$ cat src/rtl/gpio_ctrl_if.sv
// gpio_ctrl_if: data-memory bus between the core (master) and the GPIO register block (slave).
interface gpio_ctrl_if #(
    parameter int XLEN   = 32,
    parameter int AWIDTH = 32
);
    logic [AWIDTH-1:0] addr;
    logic [XLEN-1:0]   wdata;
    logic [2:0]        we;
    logic [XLEN-1:0]   rdata;
    logic              hit;
    modport master (output addr, wdata, we, input rdata, hit);
    modport slave (input addr, wdata, we, output rdata, hit);
endinterface

$ cat src/rtl/gpio_ctrl.sv
// gpio_ctrl: 8-bit GPIO register block (OUT/DIR/IN/EDGE/IRQ_MASK) on a 32-byte bus window.
// Define GPIO_IRQ_EN to build IRQ_MASK and irq; otherwise both are tied to 0.
module gpio_ctrl #(
    parameter int                XLEN      = 32,
    parameter int                AWIDTH    = 32,
    parameter logic [AWIDTH-1:0] BASE_ADDR = 32'h0000_8000
) (
    input  logic       clk,
    input  logic       rst,
    gpio_ctrl_if.slave bus,
    input  logic [7:0] gpio_in,
    output logic [7:0] gpio_out,
    output logic [7:0] gpio_oe,
    output logic       irq
);
    logic            sel, wr, hit_r;
    logic [2:0]      idx;
    logic [7:0]      out_r, dir_r, edge_r, mask_r, sync1, sync2, prev, rd_val, rise, clr;
    logic [XLEN-1:0] rdata_r;
    logic            unused_bits;

    assign sel         = bus.addr[AWIDTH-1:5] == BASE_ADDR[AWIDTH-1:5];
    assign idx         = bus.addr[4:2];
    assign wr          = sel && (bus.we == 3'b001 || bus.we == 3'b011 || bus.we == 3'b111);
    assign rise        = sync2 & ~prev;
    assign clr         = (wr && idx == 3'd3) ? bus.wdata[7:0] : 8'h00;
    assign unused_bits = ^{bus.addr[1:0], bus.wdata[XLEN-1:8]};
    assign gpio_out    = out_r & dir_r;
    assign gpio_oe     = dir_r;
    assign bus.rdata   = rdata_r;
    assign bus.hit     = hit_r;

    always_comb
        rd_val = idx == 3'd0 ? out_r  :
                 idx == 3'd1 ? dir_r  :
                 idx == 3'd2 ? sync2  :
                 idx == 3'd3 ? edge_r :
                 idx == 3'd4 ? mask_r : 8'h00;

    // A fresh edge is OR-ed in after the clear so it survives a coincident clear.
    always_ff @(posedge clk) begin
        if (rst) begin
            out_r   <= '0;
            dir_r   <= '0;
            edge_r  <= '0;
            sync1   <= '0;
            sync2   <= '0;
            prev    <= '0;
            rdata_r <= '0;
            hit_r   <= 1'b0;
        end else begin
            sync1   <= gpio_in;
            sync2   <= sync1;
            prev    <= sync2;
            edge_r  <= (edge_r & ~clr) | rise;
            if (wr && idx == 3'd0) out_r <= bus.wdata[7:0];
            if (wr && idx == 3'd1) dir_r <= bus.wdata[7:0];
            rdata_r <= sel ? {{(XLEN-8){1'b0}}, rd_val} : '0;
            hit_r   <= sel;
        end
    end

`ifdef GPIO_IRQ_EN
    logic irq_r;
    always_ff @(posedge clk) begin
        if (rst) begin
            mask_r <= '0;
            irq_r  <= 1'b0;
        end else begin
            if (wr && idx == 3'd4) mask_r <= bus.wdata[7:0];
            irq_r <= |(edge_r & mask_r);
        end
    end
    assign irq = irq_r;
`else
    assign mask_r = 8'h00;
    assign irq    = 1'b0;
`endif
endmodule
$ cat src/flat_wrapper.sv
// flat-port wrapper written by rule: the top's interface ports become plain ports
module gpio_ctrl_flat 
#(
    parameter int                XLEN      = 32,
    parameter int                AWIDTH    = 32,
    parameter logic [AWIDTH-1:0] BASE_ADDR = 32'h0000_8000
)
  (clk, rst, gpio_in, gpio_out, gpio_oe, irq, bus_addr, bus_wdata, bus_we, bus_rdata, bus_hit);
  gpio_ctrl_if #(.XLEN(XLEN), .AWIDTH(AWIDTH)) bus_i ();
  input  logic clk;
  input  logic rst;
  input  logic [7:0] gpio_in;
  output logic [7:0] gpio_out;
  output logic [7:0] gpio_oe;
  output logic irq;
  input wire logic [$bits(bus_i.addr)-1:0] bus_addr;
  input wire logic [$bits(bus_i.wdata)-1:0] bus_wdata;
  input wire logic [$bits(bus_i.we)-1:0] bus_we;
  output wire logic [$bits(bus_i.rdata)-1:0] bus_rdata;
  output wire logic [$bits(bus_i.hit)-1:0] bus_hit;
  assign bus_i.addr = bus_addr;
  assign bus_i.wdata = bus_wdata;
  assign bus_i.we = bus_we;
  assign bus_rdata = bus_i.rdata;
  assign bus_hit = bus_i.hit;
  gpio_ctrl #(.XLEN(XLEN), .AWIDTH(AWIDTH), .BASE_ADDR(BASE_ADDR)) u_core (.clk(clk), .rst(rst), .bus(bus_i), .gpio_in(gpio_in), .gpio_out(gpio_out), .gpio_oe(gpio_oe), .irq(irq));
endmodule
$ cat config.mk
export PLATFORM = sky130hd
export DESIGN_NAME = gpio_ctrl_flat
export DESIGN_NICKNAME = d
export VERILOG_FILES = /design/src/rtl/gpio_ctrl_if.sv /design/src/rtl/gpio_ctrl.sv /design/src/flat_wrapper.sv
export SDC_FILE = /design/constraint.sdc
export NUM_CORES = 1
export LEC_CHECK = 0
export BUFFER_PORTS_ARGS = -buffer_cell sky130_fd_sc_hd__clkbuf_2
export CAP_MARGIN = 5
export CELL_PAD_IN_SITES_DETAIL_PLACEMENT = 0
export CELL_PAD_IN_SITES_GLOBAL_PLACEMENT = 1
export CORE_MARGIN = 2
export CORE_UTILIZATION = 32
export CTS_BUF_LIST = sky130_fd_sc_hd__clkbuf_16
export DETAILED_ROUTE_END_ITERATION = 8
export PLACE_DENSITY = 0.82
export SETUP_SLACK_MARGIN = 0.1
export SLEW_MARGIN = 40
export SYNTH_ARGS = -nofsm -noshare
export SYNTH_HDL_FRONTEND = slang
export SYNTH_SLANG_ARGS = --single-unit
$ cat constraint.sdc
create_clock -name clk -period 5.5 [get_ports clk]
set_clock_uncertainty 0.15 [all_clocks]
set_input_delay 0 -clock clk [delete_from_list [all_inputs] [get_ports clk]]
set_output_delay 0 -clock clk [all_outputs]
set_load 0.01 [all_outputs]
==> flow_metrics.py <==
metrics = {
    "synthesis": {
        "synth_area_leaders": "dfxtp_1 46%, nand2b_1 8.0%, buf_4 7.5%",
        "ys_types": 31,
        "avgSynthCellArea_um2": 9.95,
        "synthCells": 252,
        "synth_area_um2": 2510,
        "synth.most_common_cell": "dfxtp_1",
        "ys_warn_count": 0,
        "synth_commonest_cells": "57 x dfxtp_1, 32 x nand2b_1, 26 x nor2b_1",
        "synth_top_area_cell": "dfxtp_1",
        "ys_seq_area_share_pct": 45.5,
        "synth_top_cell_area_share_pct": 45.5,
        "synth-seq-cells": 57,
        "synth_edf_count": 0,
        "yosys_most_used_dff": "dfxtp_1",
        "ys_async_sr_fraction_pct": 0,
    },
    "timing": {
        "setup_viol": 0,
        "worst_slew_pin_slew_ns": 0.599,
        "relSlewSlack_pct": 60.0,
        "hold_viol": 0,
        "fmax_mhz": 488,
        "fin_crit_ns": 2.05,
        "setup_slack_ns": 3.45,
        "fin_setup_tns_ns": 0,
        "maxSlewViolCount": 0,
        "post-route-period-util_pct": 37.3,
        "rsz0062_at_grt": "false",
    },
    "pwr": {
        "p_leak_nw": 1.45,
        "peakVddDrop_v": 0.000161,
        "power.density_nw_per_um2": 294,
    },
    "setup_path": {
        "cp_max_fo": 11,
        "cpPeakStageDelay_ns": 0.97,
        "reg2regPathDepth": 4,
        "critPathLaunch": "bus_addr[14]",
        "slowest_stage": "or4_2",
        "crit_arrival_ns": 2.13,
        "path_cells": "clkbuf_2, nor4_1, nand4_1, or4_2, nor3b_1",
        "worstReg2RegEnd": "u_core.bus.rdata[2]$_SDFF_PP0_",
        "crit_end": "u_core.bus.rdata[7]$_SDFF_PP0_",
        "reg2reg_slack_ns": 4.12,
        "crit_required_ns": 5.58,
        "crit_path_start_kind": "input pin",
        "regToRegStartpoint": "u_core.gpio_oe[2]$_SDFFE_PP0P_",
        "worstSetupPathType": "input pin to register",
        "cp-end-kind": "register",
    },
    "clock_tree": {
        "tritoncts": "built",
        "cts_buffer_depth": 2,
        "numCtsBuffers": 9,
        "cts-root-buf": "clkbuf_16",
        "worst_setup_hold_path_clk_slew_ns": 0.05,
        "htree_levels": 3,
        "clkSinkCount": 57,
        "cts_hold_buffers": 17,
        "cts-resized-gates": 0,
        "clkLatencyLatePin_ns": 0.31,
        "post_cts_buffers": 0,
    },
    "route": {
        "finalWirelength_um": 5340,
        "routedWlPerCell_um": 12.0,
        "vias": 1922,
        "ant_nets": 0,
        "vias_per_cell": 4.31,
        "firstDrtPassIters": 4,
        "drt-initial-drc-count": 92,
        "remaining_drc_errors": 0,
    },
    "placement": {
        "place_hpwl_um": 3680,
        "gp_congestion": 0.778,
        "place.port_buffers": 75,
        "place_ws_ns": 3.07,
    },
    "final_layout": {
        "multi_input_area_um2": 1190,
        "area_growth_pct": 30.6,
        "drive_above_1_share_pct": 29.7,
        "antennaDiodeCount": 0,
        "nets": 417,
        "fillers": 772,
        "seq_area_um2": 1140,
    },
    "job": {
        "cap_violations": 0,
    },
    "floorplanning": {
        "die_h_um": 92.5,
        "die_w_um": 92.5,
        "core_um2": 7650,
        "die-area_um2": 8560,
        "rows": 32,
        "io_pins": 127,
        "start_util_pct": 32.8,
    },
    "global_routing": {
        "grt_util_all_layers_pct": 13.4,
        "grt_pass1_wl_um": 9090,
        "grt_start_max_net_pins": 58,
        "globalRoute.totalOverflow": 0,
        "grt_pass1_vias": 1855,
        "antenna_found_initial": 0,
    },
    "outcome": {
        "status": "complete, no violations",
    },
    "hold_path": {
        "hold_path_class": "input pin to register",
    },
}
==> power breakdown <==
part	internal, mW	switching [mW]
clock	0.294	0.169
combinational	0.0386	0.0346
sequential	0.424	0.00402
total	0.757	0.208
==> flip-flops by register name, indices dropped and copies added (netlist names) <==
name,count
u_core.bus.hit,1
u_core.edge_r,8
u_core.gpio_oe,8
u_core.sync1,8
u_core.sync2,8
u_core.bus.rdata,8
u_core.out_r,8
u_core.prev,8
==> cell families after synthesis <==
group                  count (synthesis)  synth area share (%)
AO/OA/AOI/OAI                         30                  8.93
flip-flops                            57                  45.5
AND/OR/NAND/NOR                       98                  24.3
multiplexers                          24                  10.4
other                                  1                 0.150
buffers and inverters                 42                  10.7
==> worst min-delay path by stage <==
| stage | start | to | slack [ns] | cells past startpoint |
|---|---|---|---|---|
| 3_3_place_gp | gpio_in[3] | u_core.sync1[3]$_SDFF_PP0_ | 0.07 | 2 |
| 5_1_grt | bus_addr[28] | u_core.bus.rdata[5]$_SDFF_PP0_ | 0.11 | 4 |
| 2_1_floorplan | gpio_in[0] | u_core.sync1[0]$_SDFF_PP0_ | -0.02 | 1 |
| 6_report | bus_addr[27] | u_core.bus.hit$_SDFF_PP0_ | 0.05 | 4 |
| 4_1_cts | bus_addr[27] | u_core.bus.hit$_SDFF_PP0_ | 0.05 | 4 |
| 3_5_place_dp | gpio_in[7] | u_core.sync1[7]$_SDFF_PP0_ | 0.06 | 2 |
==> metrics by stage <==
stage                     instance area, um^2  std cells  total power, mW  utilization [%]  hold slack [ns]
after floorplan                          2600        276            0.488                -          -0.0218
after global placement                   2840        413            0.499             37.2           0.0661
after detailed placement                 2850        413            0.500             37.2           0.0633
after CTS                                3270        445            0.976             42.7           0.0509
after global routing                     3280        446             1.01             42.8            0.113
final                                    3280        446            0.965             42.8           0.0518
==> layout make-up <==
type / count / area share [%]
inverters: 1 / 0.115
multi-input cells: 177 / 36.2
repair buffers: 94 / 17.2
flip-flops and latches: 57 / 34.8
clock buffers: 9 / 6.88
clock inverters: 6 / 0.840
well taps: 102 / 3.90
==> worst max-delay path: cells and delay by family <==
| kind | cells | cell delay, ns |
|---|---|---|
| buf+inv | 1 | 0.08 |
| simple gates | 4 | 2.05 |
==> layout by cell type, fill, tap and decap left out, types with 8 or more instances in the layout <==
cell            n
a21oi_1         8
nor2b_1        26
and2_1          8
o41ai_1         8
nand2b_1       32
clkbuf_16       9
clkbuf_2       74
mux2i_1        16
nand2_1         9
dfxtp_1        57
conb_1         25
dlygate4sd3_1  17
==> routing by layer <==
metal	routed length, um	global-route usage, %	vias up
met3	334	5.37	4
met5	0	0	-
met2	2600	21.5	56
met1	2350	16.4	870
li1	-	-	992
met4	46	4.35	0
Power figures use the tool's default switching activity.
